--- config.mk ---
export PLATFORM = sky130hd
export DESIGN_NAME = alu_issue_ctrl
export DESIGN_NICKNAME = d
export VERILOG_FILES = /design/src/rtl/alu_ctrl_pkg.sv /design/src/rtl/alu_ctrl_regfile.sv /design/src/rtl/alu_issue_ctrl.sv
export SDC_FILE = /design/constraint.sdc
export NUM_CORES = 1
export LEC_CHECK = 0
export CORE_MARGIN = 2
export CORE_UTILIZATION = 30
export DETAILED_ROUTE_END_ITERATION = 10
export GPL_TIMING_DRIVEN = 0
export HOLD_SLACK_MARGIN = 0.06
export PLACE_DENSITY = 0.48
export REMOVE_ABC_BUFFERS = 1
export SETUP_SLACK_MARGIN = 0.2
export SYNTH_ARGS = -nofsm -noshare
export SYNTH_HDL_FRONTEND = slang
export SYNTH_HIERARCHICAL = 1
export SYNTH_SLANG_ARGS = --single-unit
--- constraint.sdc ---
create_clock -name i_CLK -period 3.3 [get_ports i_CLK]
set_input_delay 0.66 -clock i_CLK [delete_from_list [all_inputs] [get_ports i_CLK]]
set_output_delay 0.66 -clock i_CLK [all_outputs]
set_load 0.005 [all_outputs]
--- src/rtl/alu_ctrl_pkg.sv ---
// Shared decode types, opcode codes and helpers for the ALU issue controller.
// Pure definitions: no latency, no flow control.
package alu_ctrl_pkg;

  localparam int NREGS = 4;
  localparam int REG_W = 8;

  // ALU opcode space; codes 12..15 are undecodable for class 0.
  localparam logic [3:0] ALUOP_PD1 = 4'd0;
  localparam logic [3:0] ALUOP_PD2 = 4'd1;
  localparam logic [3:0] ALUOP_ADD = 4'd2;
  localparam logic [3:0] ALUOP_SUB = 4'd3;
  localparam logic [3:0] ALUOP_AND = 4'd4;
  localparam logic [3:0] ALUOP_OR  = 4'd5;
  localparam logic [3:0] ALUOP_XOR = 4'd6;
  localparam logic [3:0] ALUOP_NOT = 4'd7;
  localparam logic [3:0] ALUOP_SHL = 4'd8;
  localparam logic [3:0] ALUOP_SHR = 4'd9;
  localparam logic [3:0] ALUOP_ROL = 4'd10;
  localparam logic [3:0] ALUOP_ROR = 4'd11;

  localparam logic [3:0] OP_BZ   = 4'd0;
  localparam logic [3:0] OP_BNZ  = 4'd1;
  localparam logic [3:0] OP_BC   = 4'd2;
  localparam logic [3:0] OP_BNC  = 4'd3;
  localparam logic [3:0] OP_BS   = 4'd4;
  localparam logic [3:0] OP_BNS  = 4'd5;
  localparam logic [3:0] OP_BOF  = 4'd6;
  localparam logic [3:0] OP_BNOF = 4'd7;
  localparam logic [3:0] OP_JMP  = 4'd8;
  localparam logic [3:0] OP_LDI  = 4'd9;

  localparam int INST_CLASS_BIT  = 15;
  localparam int INST_OP_LSB     = 11;
  localparam int INST_IMMSEL_BIT = 10;
  localparam int INST_RD_LSB     = 8;
  localparam int INST_IMM_LSB    = 0;

  typedef struct packed {
    logic       cls;
    logic [3:0] op;
    logic       immsel;
    logic [1:0] rd;
    logic [7:0] imm;
  } inst_t;

  typedef struct packed {
    logic z;
    logic s;
    logic c;
    logic ov;
  } flags_t;

  typedef enum logic [1:0] {IDLE, ISSUE, CAPTURE, CTRL} state_t;

  function automatic logic is_alu_op(input logic [3:0] op);
    case (op)
      ALUOP_PD1, ALUOP_PD2, ALUOP_ADD, ALUOP_SUB,
      ALUOP_AND, ALUOP_OR,  ALUOP_XOR, ALUOP_NOT,
      ALUOP_SHL, ALUOP_SHR, ALUOP_ROL, ALUOP_ROR: return 1'b1;
      default:                                    return 1'b0;
    endcase
  endfunction

  function automatic logic branch_cond(input logic [3:0] op, input flags_t f);
    case (op)
      OP_BZ:   return f.z;
      OP_BNZ:  return !f.z;
      OP_BC:   return f.c;
      OP_BNC:  return !f.c;
      OP_BS:   return f.s;
      OP_BNS:  return !f.s;
      OP_BOF:  return f.ov;
      OP_BNOF: return !f.ov;
      OP_JMP:  return 1'b1;
      default: return 1'b0;
    endcase
  endfunction

endpackage

--- src/rtl/alu_ctrl_regfile.sv ---
// 4x8 register file: one write port, two read ports sampled on rd_en, one combinational debug read.
// Read data appears one edge after rd_en; no backpressure.
module alu_ctrl_regfile
  import alu_ctrl_pkg::*;
(
  input  logic             i_CLK,
  input  logic             i_RST_N,
  input  logic             wr_vld,
  input  logic [1:0]       wr_addr,
  input  logic [REG_W-1:0] wr_dat,
  input  logic             rd_vld,
  input  logic [1:0]       rd_addr_a,
  input  logic [1:0]       rd_addr_b,
  output logic [REG_W-1:0] rd_dat_a,
  output logic [REG_W-1:0] rd_dat_b,
  input  logic [1:0]       dbg_addr,
  output logic [REG_W-1:0] dbg_dat
);

  logic [REG_W-1:0] mem [NREGS];

  always_ff @(posedge i_CLK) begin
    if (!i_RST_N) begin
      for (int i = 0; i < NREGS; i++) mem[i] <= '0;
      rd_dat_a <= '0;
      rd_dat_b <= '0;
    end else begin
      if (wr_vld) mem[wr_addr] <= wr_dat;
      if (rd_vld) begin
        rd_dat_a <= mem[rd_addr_a];
        rd_dat_b <= mem[rd_addr_b];
      end
    end
  end

  assign dbg_dat = mem[dbg_addr];

endmodule

--- src/rtl/alu_issue_ctrl.sv ---
// Issue controller for the registered 8-bit ALU; optional retire counter under ALU_CTRL_RETIRE_CNT_EN.
// ALU op: writeback 2 edges after accept, 3 cycles per op; ready only in IDLE, caller holds valid+inst.
module alu_issue_ctrl
  import alu_ctrl_pkg::*;
  #(parameter int CNT_W = 16)
(
  input  logic        i_CLK,
  input  logic        i_RST_N,
  input  logic        i_InstValid,
  output logic        o_InstReady,
  input  logic [15:0] i_Inst,
  output logic [3:0]  o_ALUOp,
  output logic [7:0]  o_Data1,
  output logic [7:0]  o_Data2,
  input  logic [7:0]  i_Result,
  input  logic        i_Z,
  input  logic        i_S,
  input  logic        i_C,
  input  logic        i_OF,
  output logic        o_Z,
  output logic        o_S,
  output logic        o_C,
  output logic        o_OF,
  output logic        o_BranchTaken,
  output logic [7:0]  o_BranchTarget,
  output logic        o_Illegal,
  input  logic [1:0]  i_DbgAddr,
  output logic [7:0]  o_DbgData
`ifdef ALU_CTRL_RETIRE_CNT_EN
  ,output logic [CNT_W-1:0] o_RetireCnt
`endif
);

  state_t     state;
  inst_t      dec;
  flags_t     flags;
  logic       accept;
  logic       alu_accept;
  logic [1:0] rd_q;
  logic [7:0] imm_q;
  logic       ldi_q;
  logic       alu_immsel_q;
  logic [7:0] alu_imm_q;
  logic       rf_wr_vld;
  logic [7:0] rf_wr_dat;
  logic [7:0] rf_rd_dat_a;
  logic [7:0] rf_rd_dat_b;

  always_comb begin
    dec.cls    = i_Inst[INST_CLASS_BIT];
    dec.op     = i_Inst[INST_OP_LSB +: 4];
    dec.immsel = i_Inst[INST_IMMSEL_BIT];
    dec.rd     = i_Inst[INST_RD_LSB +: 2];
    dec.imm    = i_Inst[INST_IMM_LSB +: 8];
  end

  assign o_InstReady = (state == IDLE);
  assign accept      = o_InstReady && i_InstValid;
  assign alu_accept  = accept && !dec.cls && is_alu_op(dec.op);

  // CAPTURE writes the ALU result, CTRL writes the LDI immediate.
  always_comb begin
    rf_wr_vld = 1'b0;
    rf_wr_dat = imm_q;
    if (state == CAPTURE) begin
      rf_wr_vld = 1'b1;
      rf_wr_dat = i_Result;
    end else if (state == CTRL && ldi_q) begin
      rf_wr_vld = 1'b1;
    end
  end

  alu_ctrl_regfile u_regfile (
    .i_CLK     (i_CLK),
    .i_RST_N   (i_RST_N),
    .wr_vld    (rf_wr_vld),
    .wr_addr   (rd_q),
    .wr_dat    (rf_wr_dat),
    .rd_vld    (alu_accept),
    .rd_addr_a (dec.rd),
    .rd_addr_b (dec.imm[1:0]),
    .rd_dat_a  (rf_rd_dat_a),
    .rd_dat_b  (rf_rd_dat_b),
    .dbg_addr  (i_DbgAddr),
    .dbg_dat   (o_DbgData)
  );

  assign o_Data1 = rf_rd_dat_a;
  assign o_Data2 = alu_immsel_q ? alu_imm_q : rf_rd_dat_b;

  always_ff @(posedge i_CLK) begin
    if (!i_RST_N) begin
      state          <= IDLE;
      flags          <= '0;
      o_ALUOp        <= ALUOP_PD1;
      rd_q           <= '0;
      imm_q          <= '0;
      ldi_q          <= 1'b0;
      alu_immsel_q   <= 1'b0;
      alu_imm_q      <= '0;
      o_BranchTaken  <= 1'b0;
      o_BranchTarget <= '0;
      o_Illegal      <= 1'b0;
    end else begin
      o_BranchTaken <= 1'b0;
      o_Illegal     <= 1'b0;
      case (state)
        IDLE: begin
          if (accept) begin
            rd_q  <= dec.rd;
            imm_q <= dec.imm;
            ldi_q <= dec.cls && (dec.op == OP_LDI);
            if (dec.cls) begin
              state <= CTRL;
              // Pulses are registered at accept so they line up with the CTRL cycle.
              if (dec.op <= OP_JMP) begin
                o_BranchTaken  <= branch_cond(dec.op, flags);
                o_BranchTarget <= dec.imm;
              end else if (dec.op != OP_LDI) begin
                o_Illegal <= 1'b1;
              end
            end else if (is_alu_op(dec.op)) begin
              state        <= ISSUE;
              o_ALUOp      <= dec.op;
              alu_immsel_q <= dec.immsel;
              alu_imm_q    <= dec.imm;
            end else begin
              o_Illegal <= 1'b1;
            end
          end
        end
        ISSUE:   state <= CAPTURE;
        CAPTURE: begin
          flags.z  <= i_Z;
          flags.s  <= i_S;
          flags.c  <= i_C;
          flags.ov <= i_OF;
          state    <= IDLE;
        end
        CTRL:    state <= IDLE;
        default: state <= IDLE;
      endcase
    end
  end

  assign o_Z  = flags.z;
  assign o_S  = flags.s;
  assign o_C  = flags.c;
  assign o_OF = flags.ov;

`ifdef ALU_CTRL_RETIRE_CNT_EN
  logic ctl_retire_q;

  always_ff @(posedge i_CLK) begin
    if (!i_RST_N) begin
      ctl_retire_q <= 1'b0;
      o_RetireCnt  <= '0;
    end else begin
      if (accept) ctl_retire_q <= dec.cls && (dec.op <= OP_LDI);
      if (state == CAPTURE || (state == CTRL && ctl_retire_q))
        o_RetireCnt <= o_RetireCnt + CNT_W'(1);
    end
  end
`endif

endmodule

==> results of run 1 <==
synthesized netlist by cell type (all sizes together), types with 2 or more instances:
cell type	n
a21oi	27
and2	24
and3	8
and4b	2
buf	18
clkbuf	11
dfxtp	56
edfxtp	32
inv	5
mux2	16
mux2i	45
mux4	8
nand2	38
nand2b	2
nand3	16
nand3b	19
nor2	16
nor2b	3
nor3b	4
o21ai	4
o221ai	16
area by class of cell:
| type | instances | area share (%) |
|---|---|---|
| repair buffers | 78 | 14.4 |
| multi-input cells | 259 | 36.4 |
| inverters | 5 | 0.421 |
| flip-flops and latches | 88 | 39.0 |
| clock inverters | 5 | 1.05 |
| clock buffers | 11 | 4.54 |
| well taps | 180 | 4.21 |
metrics by stage:
stage          util, %  hold WS [ns]  instance area (µm²)
2_1_floorplan        -         0.433                 4010
3_3_place_gp      36.2         0.438                 4980
3_5_place_dp      36.3         0.447                 5000
4_1_cts           38.7         0.456                 5340
5_1_grt           38.8         0.480                 5350
6_report          38.8         0.453                 5350
cell usage in the layout (no fill, tap or decap), types with 3 or more instances in the layout:
| cell | n |
|---|---|
| sky130_fd_sc_hd__clkdlybuf4s50_1 | 73 |
| sky130_fd_sc_hd__dfxtp_1 | 56 |
| sky130_fd_sc_hd__mux2i_1 | 45 |
| sky130_fd_sc_hd__nand2_1 | 37 |
| sky130_fd_sc_hd__edfxtp_1 | 32 |
| sky130_fd_sc_hd__a21oi_1 | 26 |
| sky130_fd_sc_hd__and2_1 | 24 |
| sky130_fd_sc_hd__nand3b_1 | 17 |
| sky130_fd_sc_hd__mux2_2 | 16 |
| sky130_fd_sc_hd__nor2_1 | 16 |
| sky130_fd_sc_hd__o221ai_1 | 16 |
| sky130_fd_sc_hd__nand3_1 | 14 |
| sky130_fd_sc_hd__clkbuf_16 | 9 |
| sky130_fd_sc_hd__mux4_2 | 8 |
| sky130_fd_sc_hd__and3_1 | 8 |
| sky130_fd_sc_hd__inv_1 | 4 |
| sky130_fd_sc_hd__o21ai_0 | 3 |
| sky130_fd_sc_hd__nor3b_1 | 3 |
| sky130_fd_sc_hd__buf_4 | 3 |
registers in the layout (all words and copies together) (netlist names), 2 cells and up:
register and flops:
o_BranchTarget 8, o_ALUOp 4, alu_imm_q 8, u_regfile/rd_dat_b 8, imm_q 8, u_regfile/rd_dat_a 8
u_regfile/mem 32, state 2, rd_q 2
what timing repair did:
action | 4_1_cts | 5_1_grt
setup endpoints to repair | 24 | 16
hold buffers | 0 | 0
buffers inserted | 1 | 0
pin swaps | 0 | 0
gates resized for setup | 7 | 2
cloned | 1 | 0
worst paths after layout:
check,end,cells after the start
setup / recovery,o_DbgData[7],3
hold / removal,imm_q[2]$_SDFFE_PN0P_,2
setup reg to reg,u_regfile/mem[1][3]$_SDFFCE_PN0P_,4
hold reg to reg,imm_q[2]$_SDFFE_PN0P_,2
metal layers:
layer | vias to the layer above | wire length (µm) | share of wire [%] | track usage (%)
met1 | 1543 | 5610 | 46 | 22.3
met2 | 66 | 5890 | 49 | 27.0
met5 | - | 0 | 0 | 0
li1 | 1517 | - | - | -
met3 | 11 | 467 | 3.9 | 3.07
met4 | 0 | 155 | 1.3 | 5.24
power breakdown:
| group | leakage (nW) | internal, mW | switching [mW] |
|---|---|---|---|
| clock network | 0.147 | 0.607 | 0.422 |
| logic | 1.09 | 0.163 | 0.163 |
| registers | 0.786 | 1.17 | 0.0368 |
cells by family (layout without fill, tap and decap cells):
| kind of cell | Yosys count | in the layout | synth area share, % |
|---|---|---|---|
| flip-flops | 88 | 88 | 49.5 |
| AND/OR/NAND/NOR | 137 | 138 | 18.2 |
| buffers and inverters | 34 | 99 | 5.06 |
| multiplexers | 69 | 69 | 19.3 |
| AO/OA/AOI/OAI | 52 | 52 | 7.95 |
worst max-delay path: stages:
cell	delay, ns
sky130_fd_sc_hd__clkdlybuf4s50_1	0.84
sky130_fd_sc_hd__mux4_2	0.44
sky130_fd_sc_hd__clkdlybuf4s50_1	0.48
==> impl_metrics.csv, run 1 <==
group,metric,value,unit
synthesis,yosysUniqueCellTypes,38,
drt,drt.antenna.violating_nets,0,
timing,worst_pin_slew,1.30,ns
timing,timing.slew.headroom,12.9,%
drt,drt-total-wl,12100,µm
grt,grt_max_degree,39,
placement,count_of_port_buffers_added_during_placement,75,
synthesis,yosys_register_bits,88,
timing,fin_crit_sh,93.5,%
finish,multi_input_comb_area,0.00195,mm²
clock_tree,ctsRootBufferMaster,"sky130_fd_sc_hd__clkbuf_16",
finish,area.growth.synth_to_final,27.2,%
clock_tree,tritoncts,"done",
setup_path,crit-reg2reg-launch,"state[1]$_SDFFE_PN0P_",
setup_path,critical_path_peak_fanout,8,
synthesis,synth_area_leader_cell,"sky130_fd_sc_hd__dfxtp_1",
die,top_level_ports,76,
setup_path,worst-setup-path-type,"in -> out",
drt,vias,3137,
synthesis,synth_top_area_share,26.7,%
clock_tree,clk_transition_reported_paths,0.06,ns
die,chipHeight,122,µm
timing,setup_total_negative_slack,0,ns
hold_path,min_delay_startpoint,"imm_q[2]$_SDFFE_PN0P_",
grt,number_of_antenna_violations_at_the_first_check_in_global_routing,0,
finish,final-seq-area,0.00208,mm²
die,die_x_extent,122,µm
drt,route.detailed.drc,0,
timing,fmax,324,MHz
finish,final_net_count,474,
clock_tree,ctsLongestPathBuffers,2,
flow_run,cap_viol_max_count,0,
synthesis,netlist_top_cells_area,"sky130_fd_sc_hd__dfxtp_1 (27%), sky130_fd_sc_hd__edfxtp_1 (23%), sky130_fd_sc_hd__mux2i_1 (11%)",
placement,placement.setup.worst_slack,-1.26,ns
clock_tree,clkLatencyLatePin,0.34,ns
die,floorplan.initialDensity,30.5,%
placement,detailedPlacementHpwl,7830,µm
grt,grt_use_total,16.6,%
synthesis,async_flop_share,0,%
synthesis,postSynthAreaPerCell,11.1,µm²
pwr,power_per_cell_area,480,mW/mm²
synthesis,synthCells,380,
setup_path,setup.reg_to_reg.worst_slack,0.77,ns
synthesis,yosysWarnings,6,
synthesis,syn-cell-area,0.00420,mm²
timing,hold_violations,0,
timing,final.setup.worst_slack,0.215,ns
synthesis,synth-edff-count,32,
finish,finish.cell_count_without_fillers,626,
setup_path,cp_data_arrival_time,2.43,ns
die,fp.dieArea,0.0150,mm²
clock_tree,cts_num_sinks,88,
pwr,p_leak,2.02,nW
grt,first_global_vias,3082,
timing,final.setup_skew,0.00611,ns
finish,fill_cells,1391,
pwr,ir_drop,0.000305,V
setup_path,worstSetupEndpointType,"primary output",
setup_path,cp-startpoint,"i_DbgAddr[1]",
placement,routabilityCongestion,0.744,
timing,slew_violations,0,
setup_path,worst_setup_path_start_kind,"input port",
placement,cells_after_dpl,608,
finish,drive_above_1_share,12.1,%
grt,grt_pass1_wl,18200,µm
drt,detailedRoute.firstPassIterationCount,4,
die,core_area,0.0138,mm²
grt,grt-ovfl-total,0,
hold_path,timing.hold.worst.class,"reg -> reg",
synthesis,synth_top_flop_cell,"sky130_fd_sc_hd__dfxtp_1",
setup_path,critPathRequiredTime,2.64,ns
drt,vias_per_cell,5.01,
outcome,run_status,"finished clean",
synthesis,seq_area_frac_synth,49.5,%
finish,antenna_cells,0,
pwr,total_power,2.56,mW
die,std_cell_rows,43,
timing,period_minus_slack,3.09,ns
drt,routedWlPerCell,19.4,µm
clock_tree,numCtsBuffers,9,
clock_tree,clock_tree.htree_level_count,3,
drt,drt-initial-drc-count,268,
timing,rsz0062_at_grt,"false",
timing,report.final.setup_viol,0,
Note: power is estimated with default switching activity, not from simulation.
==> inputs of run 2 (changes only) <==
==> constraint.sdc (replaced) <==
create_clock -name i_CLK -period 3.3 [get_ports i_CLK]
set_input_delay 0.66 -clock i_CLK [delete_from_list [all_inputs] [get_ports i_CLK]]
set_output_delay 0.66 -clock i_CLK [all_outputs]
set_load 0.01 [all_outputs]
==> impl_metrics.csv, run 2 (synthesis gave the netlist of run 1 again) <==
group,metric,value,unit
placement,count_of_port_buffers_added_during_placement,75,
die,floorplan.initialDensity,30.5,%
pwr,switching_share,24.6,%
setup_path,critPathRequiredTime,3.54,ns
finish,top_register_by_number_of_flip_flops,"u_regfile/mem",
clock_tree,clkLatencyLatePin,0.34,ns
setup_path,critical_path_peak_fanout,20,
clock_tree,ctsLongestPathBuffers,2,
grt,grt-ovfl-total,0,
grt,grt_max_degree,39,
drt,detailedRoute.firstPassIterationCount,4,
drt,vias,3137,
finish,largest_reg_flops,32,
pwr,ir_drop,0.000305,V
finish,drive_above_1_share,12.1,%
timing,fin_crit_sh,87.5,%
finish,antenna_cells,0,
grt,number_of_antenna_violations_at_the_first_check_in_global_routing,0,
clock_tree,postCtsHoldBufs,0,
finish,final_net_count,474,
finish,final_core_utilization,38.8,%
timing,fmax,347,MHz
die,fp.dieArea,0.0150,mm²
pwr,portion_of_total_power_attributed_to_the_clock_network,40.0,%
timing,hold_violations,0,
setup_path,cpLargestDelayFamily,"buffers and inverters",
timing,timing.slew.headroom,12.9,%
clock_tree,numCtsBuffers,9,
setup_path,worstSetupEndpointType,"flip-flop",
grt,grt_pass1_wl,18200,µm
clock_tree,ctsRootBufferMaster,"sky130_fd_sc_hd__clkbuf_16",
outcome,run_status,"finished clean",
pwr,internal_power,1.94,mW
timing,report.final.setup_viol,0,
drt,routedWlPerCell,19.4,µm
timing,period_minus_slack,2.89,ns
finish,layout.cells.most_common,"sky130_fd_sc_hd__clkdlybuf4s50_1",
drt,drt-initial-drc-count,268,
drt,drt.antenna.violating_nets,0,
grt,first_global_vias,3082,
setup_path,path_buf_inv,2,
die,std_cell_rows,43,
finish,area.growth.synth_to_final,27.2,%
setup_path,worst_setup_path_start_kind,"input port",
clock_tree,cts_num_sinks,88,
setup_path,worst-setup-path-type,"in -> reg",
finish,final-seq-area,0.00208,mm²
clock_tree,tritoncts,"done",
pwr,combinationalPowerShare,13.1,%
placement,detailedPlacementHpwl,7830,µm
timing,slew_violations,0,
setup_path,max_stage_delay,0.63,ns
drt,route.detailed.drc,0,
flow_run,cap_viol_max_count,0,
finish,finish.cell_count_without_fillers,626,
setup_path,critical_path.slowest_cell,"sky130_fd_sc_hd__clkdlybuf4s50_1",
drt,vias_per_cell,5.01,
timing,rsz0062_at_grt,"false",
clock_tree,clk_transition_reported_paths,0.06,ns
clock_tree,clock_tree.htree_level_count,3,
timing,final.setup_skew,0.00611,ns
finish,multi_input_comb_area,0.00195,mm²
grt,grt_use_total,16.6,%
finish,mostFrequentLayoutCells,"sky130_fd_sc_hd__clkdlybuf4s50_1 (72), sky130_fd_sc_hd__dfxtp_1 (56), sky130_fd_sc_hd__mux2i_1 (45)",
timing,worst_pin_slew,1.30,ns
finish,fill_cells,1391,
pwr,seq_power_share,47.0,%
drt,drt-total-wl,12100,µm
die,core_area,0.0138,mm²
hold_path,timing.hold.worst.class,"reg -> reg",
setup_path,cp_data_arrival_time,3.13,ns
pwr,power_per_cell_area,482,mW/mm²
setup_path,timing.critical_path.cells,"clkdlybuf4s50_1, a21oi_4, nand2_2, clkinvlp_4, nand3_2, o221ai_1",
pwr,p_leak,2.02,nW
placement,cells_after_dpl,608,
die,top_level_ports,76,
pwr,p_switching,0.632,mW
die,die_x_extent,122,µm
die,chipHeight,122,µm
placement,routabilityCongestion,0.744,
[run 2: metal layers]
layer	vias to the layer above	part of all wire, %	global-route usage (%)	wire length, µm
met1	1543	46	22.3	5610
met4	0	1.3	5.24	155
met2	66	49	27.0	5890
met5	-	0	0	0
li1	1517	-	-	-
met3	11	3.9	3.07	467
[run 2: power groups by stage]
stage / registers [mW] / logic (mW) / clock network, mW
after detailed placement: 1.23 / 0.331 / 0
after CTS: 1.21 / 0.339 / 1.06
final: 1.21 / 0.336 / 1.03
after global routing: 1.21 / 0.362 / 1.11
after global placement: 1.23 / 0.328 / 0
after floorplan: 1.22 / 0.151 / 0
[run 2: path summary, 6_finish.rpt]
check | from | to | depth (start not counted) | slack [ns]
setup reg to reg | state[1]$_SDFFE_PN0P_ | u_regfile/mem[1][3]$_SDFFCE_PN0P_ | 4 | 0.77
hold / removal | imm_q[2]$_SDFFE_PN0P_ | imm_q[2]$_SDFFE_PN0P_ | 2 | 0.45
hold reg to reg | imm_q[2]$_SDFFE_PN0P_ | imm_q[2]$_SDFFE_PN0P_ | 2 | 0.45
setup / recovery | i_Inst[13] | u_regfile/rd_dat_a[1]$_SDFFE_PN0P_ | 6 | 0.41
[run 2: per-stage QoR]
step	instance area, µm²	setup TNS [ns]	hold WS, ns	power (mW)	worst slack (ns)
after global placement	4980	-41.87	0.438	1.56	-1.23
after CTS	5330	0	0.456	2.60	0.242
after detailed placement	5000	-20.83	0.447	1.56	-1.26
after floorplan	4010	0	0.433	1.38	0.751
after global routing	5340	0	0.480	2.68	0.247
final	5340	0	0.453	2.57	0.414
[run 2: worst reg2reg max path, stage by stage (launching register included)]
cell                       delay [ns]
sky130_fd_sc_hd__dfxtp_1         0.51
sky130_fd_sc_hd__a21boi_1        0.45
sky130_fd_sc_hd__buf_4           0.26
sky130_fd_sc_hd__and4b_1         0.45
sky130_fd_sc_hd__nand2b_1        0.49
[run 2: layout make-up]
type / count / share of cell area, %
clock buffers: 11 / 4.54
flip-flops and latches: 88 / 39.0
multi-input cells: 259 / 36.4
inverters: 5 / 0.421
well taps: 180 / 4.21
clock inverters: 5 / 1.05
repair buffers: 78 / 14.4
[run 2: repair_timing]
| action | 4_1_cts | 5_1_grt |
|---|---|---|
| gates cloned | 1 | 0 |
| buffers inserted | 1 | 0 |
| setup endpoints to repair | 24 | 16 |
| resized for setup | 8 | 2 |
